**config.mk**
```make
export PLATFORM = sky130hd
export DESIGN_NAME = key_decoder_flat
export DESIGN_NICKNAME = d
export VERILOG_FILES = /design/src/rtl/key_decoder_if.sv /design/src/rtl/key_decoder.sv /design/src/flat_wrapper.sv
export SDC_FILE = /design/constraint.sdc
export NUM_CORES = 1
export LEC_CHECK = 0
export BUFFER_PORTS_ARGS = -buffer_cell sky130_fd_sc_hd__buf_4
export CAP_MARGIN = 20
export CORE_MARGIN = 1.5
export CORE_UTILIZATION = 50
export DETAILED_ROUTE_END_ITERATION = 8
export GPL_TIMING_DRIVEN = 0
export HOLD_SLACK_MARGIN = 0.06
export PLACE_DENSITY = 0.75
export REMOVE_ABC_BUFFERS = 1
export SYNTH_ARGS = -nofsm -noshare
export SYNTH_HDL_FRONTEND = slang
export SYNTH_SLANG_ARGS = --single-unit
export TNS_END_PERCENT = 30
```
**constraint.sdc**
```tcl
create_clock -name clk -period 2.5 [get_ports clk]
set_input_delay 0.75 -clock clk [delete_from_list [all_inputs] [get_ports clk]]
set_output_delay 0.75 -clock clk [all_outputs]
set_load 0.02 [all_outputs]
```
**src/rtl/key_decoder_if.sv**
```systemverilog
// Token bus from the keypad decoder to the downstream calculator logic.
// valid/ready: a token is transferred on a rising edge where tok_valid and tok_ready are both 1;
// once tok_valid rises, tok_type/tok_value stay stable until that edge, and tok_ready is ignored while tok_valid is 0.
interface key_decoder_if;
    logic       tok_valid;
    logic [1:0] tok_type;
    logic [7:0] tok_value;
    logic       tok_ready;

    modport master (
        output tok_valid,
        output tok_type,
        output tok_value,
        input  tok_ready
    );

    modport slave (
        input  tok_valid,
        input  tok_type,
        input  tok_value,
        output tok_ready
    );
endinterface

```
**src/rtl/key_decoder.sv**
```systemverilog
// Turns keypad key events into number/operator tokens: digits accumulate into an
// 8-bit entry, operators flush it as a number token followed by an operator token.
module key_decoder (
    input  logic                 clk,
    input  logic                 nrst,
    input  logic [3:0]           keycode,
    input  logic                 keystrobe,
    key_decoder_if.master        tok,
    output logic [7:0]           entry_value,
    output logic                 err_pulse,
    output logic [1:0]           state_dbg
);

    typedef enum logic [1:0] {
        IDLE     = 2'd0,
        ENTRY    = 2'd1,
        EMIT_NUM = 2'd2,
        EMIT_OP  = 2'd3
    } state_t;

    state_t      state_q, state_d;
    logic        strobe_q;
    logic        arm_q;
    logic [7:0]  entry_q, entry_d;
    logic [1:0]  op_q, op_d, op_sel;
    logic        err_q, err_d;
    logic        tok_valid_q, tok_valid_d;
    logic [1:0]  tok_type_q, tok_type_d;
    logic [7:0]  tok_value_q, tok_value_d;
    logic        key_event;
    logic        handshake;
    logic [11:0] digit_sum;

    // arm_q stays low until the key is seen released after reset, so a key
    // held through reset release cannot fire an event.
    assign key_event = keystrobe & ~strobe_q & arm_q;
    assign handshake = tok_valid_q & tok.tok_ready;
    assign digit_sum = ({4'b0, entry_q} * 12'd10) + {8'b0, keycode};

    always_comb begin
        op_sel = 2'b11;
        case (keycode)
            4'd10:   op_sel = 2'b01;
            4'd11:   op_sel = 2'b10;
            default: op_sel = 2'b11;
        endcase
    end

    always_comb begin
        state_d = state_q;
        entry_d = entry_q;
        op_d    = op_q;
        err_d   = 1'b0;
        case (state_q)
            IDLE, ENTRY: begin
                if (key_event) begin
                    if (keycode <= 4'd9) begin
                        if (digit_sum > 12'd255) begin
                            err_d = 1'b1;
                        end else begin
                            entry_d = digit_sum[7:0];
                            state_d = ENTRY;
                        end
                    end else if (keycode == 4'd15) begin
                        entry_d = 8'd0;
                        state_d = IDLE;
                        err_d   = 1'b1;
                    end else if (keycode != 4'd13 && keycode != 4'd14) begin
                        op_d    = op_sel;
                        state_d = (state_q == ENTRY) ? EMIT_NUM : EMIT_OP;
                    end
                end
            end
            EMIT_NUM: begin
                err_d = key_event;
                if (handshake) begin
                    state_d = EMIT_OP;
                    entry_d = 8'd0;
                end
            end
            EMIT_OP: begin
                err_d = key_event;
                if (handshake) state_d = IDLE;
            end
            default: state_d = IDLE;
        endcase
    end

    // Token outputs are registered from the next state so they line up with it.
    always_comb begin
        tok_valid_d = 1'b0;
        tok_type_d  = 2'b00;
        tok_value_d = 8'd0;
        case (state_d)
            EMIT_NUM: begin
                tok_valid_d = 1'b1;
                tok_value_d = entry_d;
            end
            EMIT_OP: begin
                tok_valid_d = 1'b1;
                tok_type_d  = op_d;
            end
            default: ;
        endcase
    end

    always_ff @(posedge clk or negedge nrst) begin
        if (!nrst) begin
            state_q     <= IDLE;
            strobe_q    <= 1'b0;
            arm_q       <= 1'b0;
            entry_q     <= 8'd0;
            op_q        <= 2'b00;
            err_q       <= 1'b0;
            tok_valid_q <= 1'b0;
            tok_type_q  <= 2'b00;
            tok_value_q <= 8'd0;
        end else begin
            state_q     <= state_d;
            strobe_q    <= keystrobe;
            if (!keystrobe) arm_q <= 1'b1;
            entry_q     <= entry_d;
            op_q        <= op_d;
            err_q       <= err_d;
            tok_valid_q <= tok_valid_d;
            tok_type_q  <= tok_type_d;
            tok_value_q <= tok_value_d;
        end
    end

    assign tok.tok_valid = tok_valid_q;
    assign tok.tok_type  = tok_type_q;
    assign tok.tok_value = tok_value_q;
    assign entry_value   = entry_q;
    assign err_pulse     = err_q;
    assign state_dbg     = state_q;

endmodule
```
**src/flat_wrapper.sv**
```systemverilog
// flat-port wrapper written by rule: the top's interface ports become plain ports
module key_decoder_flat 
  (clk, nrst, keycode, keystrobe, entry_value, err_pulse, state_dbg, tok_tok_valid, tok_tok_type, tok_tok_value, tok_tok_ready);
  key_decoder_if tok_i ();
  input  logic clk;
  input  logic nrst;
  input  logic [3:0] keycode;
  input  logic keystrobe;
  output logic [7:0] entry_value;
  output logic err_pulse;
  output logic [1:0] state_dbg;
  output wire logic [$bits(tok_i.tok_valid)-1:0] tok_tok_valid;
  output wire logic [$bits(tok_i.tok_type)-1:0] tok_tok_type;
  output wire logic [$bits(tok_i.tok_value)-1:0] tok_tok_value;
  input wire logic [$bits(tok_i.tok_ready)-1:0] tok_tok_ready;
  assign tok_tok_valid = tok_i.tok_valid;
  assign tok_tok_type = tok_i.tok_type;
  assign tok_tok_value = tok_i.tok_value;
  assign tok_i.tok_ready = tok_tok_ready;
  key_decoder u_core (.clk(clk), .nrst(nrst), .keycode(keycode), .keystrobe(keystrobe), .tok(tok_i), .entry_value(entry_value), .err_pulse(err_pulse), .state_dbg(state_dbg));
endmodule
```
-- Word level (Yosys, flattened, before mapping)
Cells that the tools add are included.
- flip-flop bits (word level): 26
- output and inout port bits: 22
- multiplexer cells: 29
- equality and inequality tests: 10
- magnitude comparators: 2
- multiply operators: 1
- reductions and logical operators: 5
- bitwise logic cells: 4
- $add $sub $neg: 1
- operators by type and width (kind ; count):
    8-bit 2-to-1 mux ; 6
    2-bit 2-to-1 mux ; 13
    8-bit case mux with 2 select lines ; 1
    12-bit by 4-bit adder with 12-bit output ; 1
    4-bit == test (second input constant) ; 3
    12-bit by 8-bit greater-than comparator with 1-bit output (second input constant) ; 1
    8-bit by 3-bit multiplier with 11-bit output (second input constant) ; 1
    2-bit == test (second input constant) ; 4
    4-bit inequality test (second input constant) ; 2
    1-bit 2-to-1 mux ; 6
    2-bit case mux with 3 select lines ; 1
    2-bit OR reduction ; 3
    4-bit <= comparator (second input constant) ; 1
    2-bit case mux with 2 select lines ; 1
    1-bit bitwise AND ; 3
    2-bit by 1-bit == test with 1-bit output (second input constant) ; 1
    2-bit logical NOT ; 1
    1-bit case mux with 2 select lines ; 1
    1-bit logical AND ; 1
    1-bit NOT ; 1

-- Depth between registers and ports, before layout
- depth after elaboration: 10
- depth in mapped cells: 9
- gate-level depth less buffers: 9

-- Least setup slack after synthesis
No wires, ideal clock.
- kind: register -> register
- start: reg u_core.entry_q[1] (netlist: u_core.entry_value[1])
- end: reg u_core.tok_value_q[7] (netlist: u_core.tok.tok_value[7])
- buffers on the path: 0
- arrival: 2.763 ns
- slack: -0.389 ns
- clock period less this slack: 2.889 ns
- data required time: 2.374 ns
- cell stages (with the launch flop): 10
- cells stage by stage: dfrtp_1 > ha_1 > ha_1 > fa_1 > nand2_1 > a21o_1 > nor4_4 > mux2i_1 > o41ai_2 > nor2b_1
- elaborated cells between the ends (all ways): 13
- classes of those cells: add/sub (1); mul (1); order compare (1); eq/ne (1); mux (9)
- RTL lines (element ; RTL line ; source):
    start, declared ; key_decoder.sv:24 ; logic [7:0] entry_q, entry_d;
    start signal, assigned ; key_decoder.sv:122 ; entry_q <= entry_d;
    8-bit by 3-bit multiplier with 11-bit output (*) ; key_decoder.sv:38 ; assign digit_sum = ({4'b0, entry_q} * 12'd10) + {8'b0, keycode};
    12-bit by 4-bit adder with 12-bit output (*) ; key_decoder.sv:38 ;
    12-bit by 8-bit greater-than comparator with 1-bit output ; key_decoder.sv:58 ; if (digit_sum > 12'd255) begin
    8-bit 2-to-1 mux (*) ; key_decoder.sv:58 ;
    8-bit 2-to-1 mux (*) ; key_decoder.sv:57 ; if (keycode <= 4'd9) begin
    8-bit 2-to-1 mux (*) ; key_decoder.sv:56 ; if (key_event) begin
    8-bit case mux with 2 select lines (*) ; key_decoder.sv:54 ; case (state_q)
    named net u_core.entry_d[7] ; key_decoder.sv:24 ;
    8-bit 2-to-1 mux (*) ; key_decoder.sv:94 ; case (state_d)
    named net u_core.tok_value_d[7] ; key_decoder.sv:29 ; logic [7:0] tok_value_q, tok_value_d;
    end signal, assigned ; key_decoder.sv:127 ; tok_value_q <= tok_value_d;
    end, declared ; key_decoder.sv:29 ;
Mark *: on every way through the listed nets, which the timed path passes. The rest lies on a longest branch.
A chain may end at the register's enable or synchronous reset.

-- Worst setup path in the final report
- start: reg u_core.entry_q[1] (netlist: u_core.entry_value[1])
- end: reg u_core.tok_value_q[2] (netlist: u_core.tok.tok_value[2])
- cells in the longest elaborated chain, start to end: 9
- elaborated cells between the ends (all ways): 13
- classes of those cells: add/sub (1); mul (1); order compare (1); eq/ne (1); mux (9)
- ends and longest elaborated chain (element ; RTL line):
    8-bit by 3-bit multiplier with 11-bit output (*) ; key_decoder.sv:38
    12-bit by 4-bit adder with 12-bit output (*) ; key_decoder.sv:38
    12-bit by 8-bit greater-than comparator with 1-bit output ; key_decoder.sv:58
    2-bit 2-to-1 mux ; key_decoder.sv:58
    2-bit 2-to-1 mux ; key_decoder.sv:57
    2-bit 2-to-1 mux ; key_decoder.sv:56
    2-bit case mux with 3 select lines ; key_decoder.sv:54
    2-bit == test ; key_decoder.sv:94
    8-bit 2-to-1 mux (*) ; key_decoder.sv:94
    named net u_core.tok_value_d[2] ; key_decoder.sv:29
Marks and branches as above.

==> reports/summary.txt <==
========================================================================================================
Count of boundary I/O pins                                                                            30
FF-to-FF setup slack                                                                             -390 ps
Final min period                                                                                 2891 ps
Final Hold Violating Endpoints                                                                         0
Post-synthesis instance total                                                                        180
Total global-route track usage                                                                    0.2490
Final Total Pwr                                                                                 2.783 mW
Area growth from synthesis to layout                                                              35.77%
TritonCTS Buffers                                                                                      3
Die ar.                                                                                         3825 um2
Height of the chip                                                                              61.85 um
Maximum buffer depth of the clock tree                                                                 2
Largest fanout on the critical path                                                                    8
Required @ worst endpoint                                                                        2740 ps
Startpoint type of the worst setup path                                                        flip-flop
Final Cycle Share                                                                                  1.157
Routed vias/inst                                                                                   5.985
Clock tree from TritonCTS                                                                            yes
WL final                                                                                        4.581 mm
Share of flip-flops with an asynchronous set or reset after synthesis                              1.000
Final-report setup violation count                                                                    20
Crit. End Element                                                                              flip-flop
EDFF count, synth                                                                                      0
Share of power burned in combinational logic                                                       0.680
Pin count of the biggest net entering global routing                                                  27
Number of sinks driven by the clock tree                                                              26
Initial antenna violation count                                                                        0
Vias in the first global route                                                                      1541
Seq/Total Area, Yosys                                                                             0.3757
Final instance area                                                                             2351 um2
Max-cap check violation count                                                                          0
Dpl hpwl                                                                                        3.017 mm
Core ar.                                                                                        3337 um2
Reg2Reg Depth                                                                                         10
Wire length of the first global-routing pass                                                    7.072 mm
Number of diodes                                                                                       0
Dpl cell area                                                                                   1982 um2
Kind of critical path                                                                         reg -> reg
Part of the power in registers                                                                     0.244
Violation count after the first detailed-routing iteration                                           103
Number of optimization iterations in the first detailed-route pass                                     4
Hold Path Class                                                                              in -> async
Routed wirelength normalized by instance count                                                  17.03 um
Sw frac                                                                                           0.4732
Reg-to-reg endpoint                                                                         u_core.tok.tok_value[2]$_DFF_PN0_
Fraction of layout cells with a size suffix above 1                                               0.3767
Warnings, synthesis                                                                                    0
Root Driver                                                                                 sky130_fd_sc_hd__clkbuf_4
Slew of the pin with the lowest slew margin                                                     643.4 ps
Standby leakage power                                                                           1.067 nW
Number of nets with antenna violations after routing                                                   0
Final-report max-slew violation count                                                                  0
Distinct cells, synth                                                                                 43
Area occupied by multi-input gates                                                              1259 um2
Die Wd                                                                                          61.85 um
Utilization after layout                                                                          0.7045
Final global-route overflow total                                                                      0
Most frequent standard cell in the layout excluding fill and tap cells                      sky130_fd_sc_hd__buf_4
Pint                                                                                            1.466 mW
# nets final                                                                                         249
Starting Density                                                                                  0.5189
Worst slew slack as a fraction of its limit                                                       0.5710
Most frequently used flop master after synthesis                                            sky130_fd_sc_hd__dfrtp_1
Setup crit end                                                                              u_core.tok.tok_value[2]$_DFF_PN0_
Critical path arrival                                                                            3130 ps
Vias post-DR                                                                                        1610
Status                                                                                      complete, but fails checks
Hold WS                                                                                         307.9 ps
Clock share of power                                                                               0.077
Post-synthesis cell area                                                                        1732 um2
Maximum clock frequency                                                                       0.3458 GHz
Commonest cells after routing, fill and taps aside                                          43 x sky130_fd_sc_hd__buf_4, 23 x sky130_fd_sc_hd__nand2_1, 21 x sky130_fd_sc_hd__dfrtp_1, 12 x sky130_fd_sc_hd__a21oi_1
Worst setup margin                                                                             -391.5 ps
Final worst clock skew                                                                          2.179 ps
P_sw                                                                                            1.317 mW
Clock insertion delay at the later pin of the skew report                                         320 ps
Beginning of the worst register-to-register path                                            u_core.entry_value[1]$_DFF_PN0_
Count of standard-cell rows                                                                           21
Number of fillers in the final layout                                                                248
P per Cell Area                                                                              1184 nW/um2
Failing checks                                                                              setup timing
Area taken by flip-flops and latches                                                           656.9 um2
Number of DRC violations after detailed routing                                                        0
H-tree Lvls                                                                                            1
Largest voltage drop on the vdd net                                                          0.0007749 V
Mean Syn Cell Area                                                                             9.620 um2
I/O Buffers                                                                                           29
Post-CTS clock slew at the launch and capture registers of the worst setup and hold paths         140 ps
Routability congestion estimate from global placement                                             0.8371
CP Launch Point                                                                             u_core.entry_value[1]$_DFF_PN0_
Setup repair after global routing missed its margin                                                  yes
Sum of negative setup slack                                                                     -5740 ps
#FFs+latches synth                                                                                    26
========================================================================================================
kinds of logic after synthesis:
family	synth area share
XOR/XNOR	0.03541
flip-flops	0.3757
AO/OA/AOI/OAI	0.2067
buffers and inverters	0.01879
adder cells (fa/ha/maj)	0.1315
AND/OR/NAND/NOR	0.2081
multiplexers	0.02384
area by class of cell:
class                      instances  share of cell area
timing repair buffer              44              0.1421
sequential                        26              0.2794
multi-input combinational        147              0.5354
tap                               46             0.02448
inverter                           2            0.003193
clock buffer                       4             0.01543
critical path, cell delays in order (launching register included):
cell                       delay (ps)
sky130_fd_sc_hd__dfrtp_2          470
sky130_fd_sc_hd__ha_4             260
sky130_fd_sc_hd__ha_4             160
sky130_fd_sc_hd__fa_1             520
sky130_fd_sc_hd__nand2_1           80
sky130_fd_sc_hd__a21o_1           200
sky130_fd_sc_hd__nor4_4           140
sky130_fd_sc_hd__buf_4            200
sky130_fd_sc_hd__mux2i_4          360
sky130_fd_sc_hd__o211ai_1         160
sky130_fd_sc_hd__a21oi_1          260
repair_timing:
action                                  4_1_cts  5_1_grt
pin swaps                                    14       10
hold endpoints to repair                      0        0
setup buffers                                 7        8
resized for setup                            21       16
hold buffers                                  0        0
cloned                                        1        0
endpoints found under the setup margin       20       20
metal layers:
layer	track usage	wire, um	up-vias
met5	0	0	-
met2	0.4511	2412	57
met3	0.05176	255	13
met1	0.2887	1762	784
li1	-	-	756
met4	0.09119	150	0
metrics by stage:
stage	std cells	worst slack (ps)
3_5_place_dp	249	-700.7
4_1_cts	261	-455.5
3_3_place_gp	249	-655.5
6_report	269	-391.5
5_1_grt	269	-460.3
2_1_floorplan	174	-394.9
power by group through the flow:
stage               sequential [mW]  combinational [mW]  clock (mW)
global route                  0.693                2.05       0.232
global placement              0.676                1.27           0
CTS                           0.670                1.58       0.216
floorplan                     0.760               0.824           0
detailed placement            0.684                1.31           0
finish                        0.678                1.89       0.213
sequential cells by signal, summed over array words and instances (netlist names):
name / cells
u_core.state_dbg: 2
u_core.strobe_q: 1
u_core.arm_q: 1
u_core.entry_value: 8
u_core.err_pulse: 1
u_core.tok.tok_valid: 1
u_core.op_q: 2
u_core.tok.tok_type: 2
u_core.tok.tok_value: 8
worst min path at each step:
stage                        startpoint                               to  slack [ps]  depth (start not counted)
6_report                           nrst  u_core.entry_value[2]$_DFF_PN0_         310                          1
5_1_grt                            nrst       u_core.err_pulse$_DFF_PN0_         320                          1
4_1_cts                            nrst         u_core.arm_q$_DFFE_PN0N_         320                          1
3_5_place_dp   u_core.arm_q$_DFFE_PN0N_         u_core.arm_q$_DFFE_PN0N_         520                          1
3_3_place_gp   u_core.arm_q$_DFFE_PN0N_         u_core.arm_q$_DFFE_PN0N_         490                          1
2_1_floorplan                      nrst         u_core.arm_q$_DFFE_PN0N_         450                          0
cells in the mapped netlist, drive strengths merged, types with 2 or more instances:
cell type   n  area (um2)
a32oi       7       61.31
or2         2       12.51
mux2i       3       30.03
buf         3       13.76
o21a        3       22.52
inv         2       7.510
nor4        2       27.53
clkbuf      3       11.26
a21o        2       15.01
o21ai       7       38.79
xnor2       6       52.55
nand3b      2       15.01
nor3b       3       22.52
fa          2       40.04
dfrtp      26       650.6
ha         15       187.7
a21oi      16       80.08
nor2        6       22.52
nor2b       3       18.77
and3        3       23.77
nand2b      5       31.28
nand2      23       86.33
o211ai      9       67.56
or3b        2       17.52
nor3        5       25.02
a21boi      2       15.01
nand3       7       35.03
Note: power is estimated with default switching activity, not from simulation.
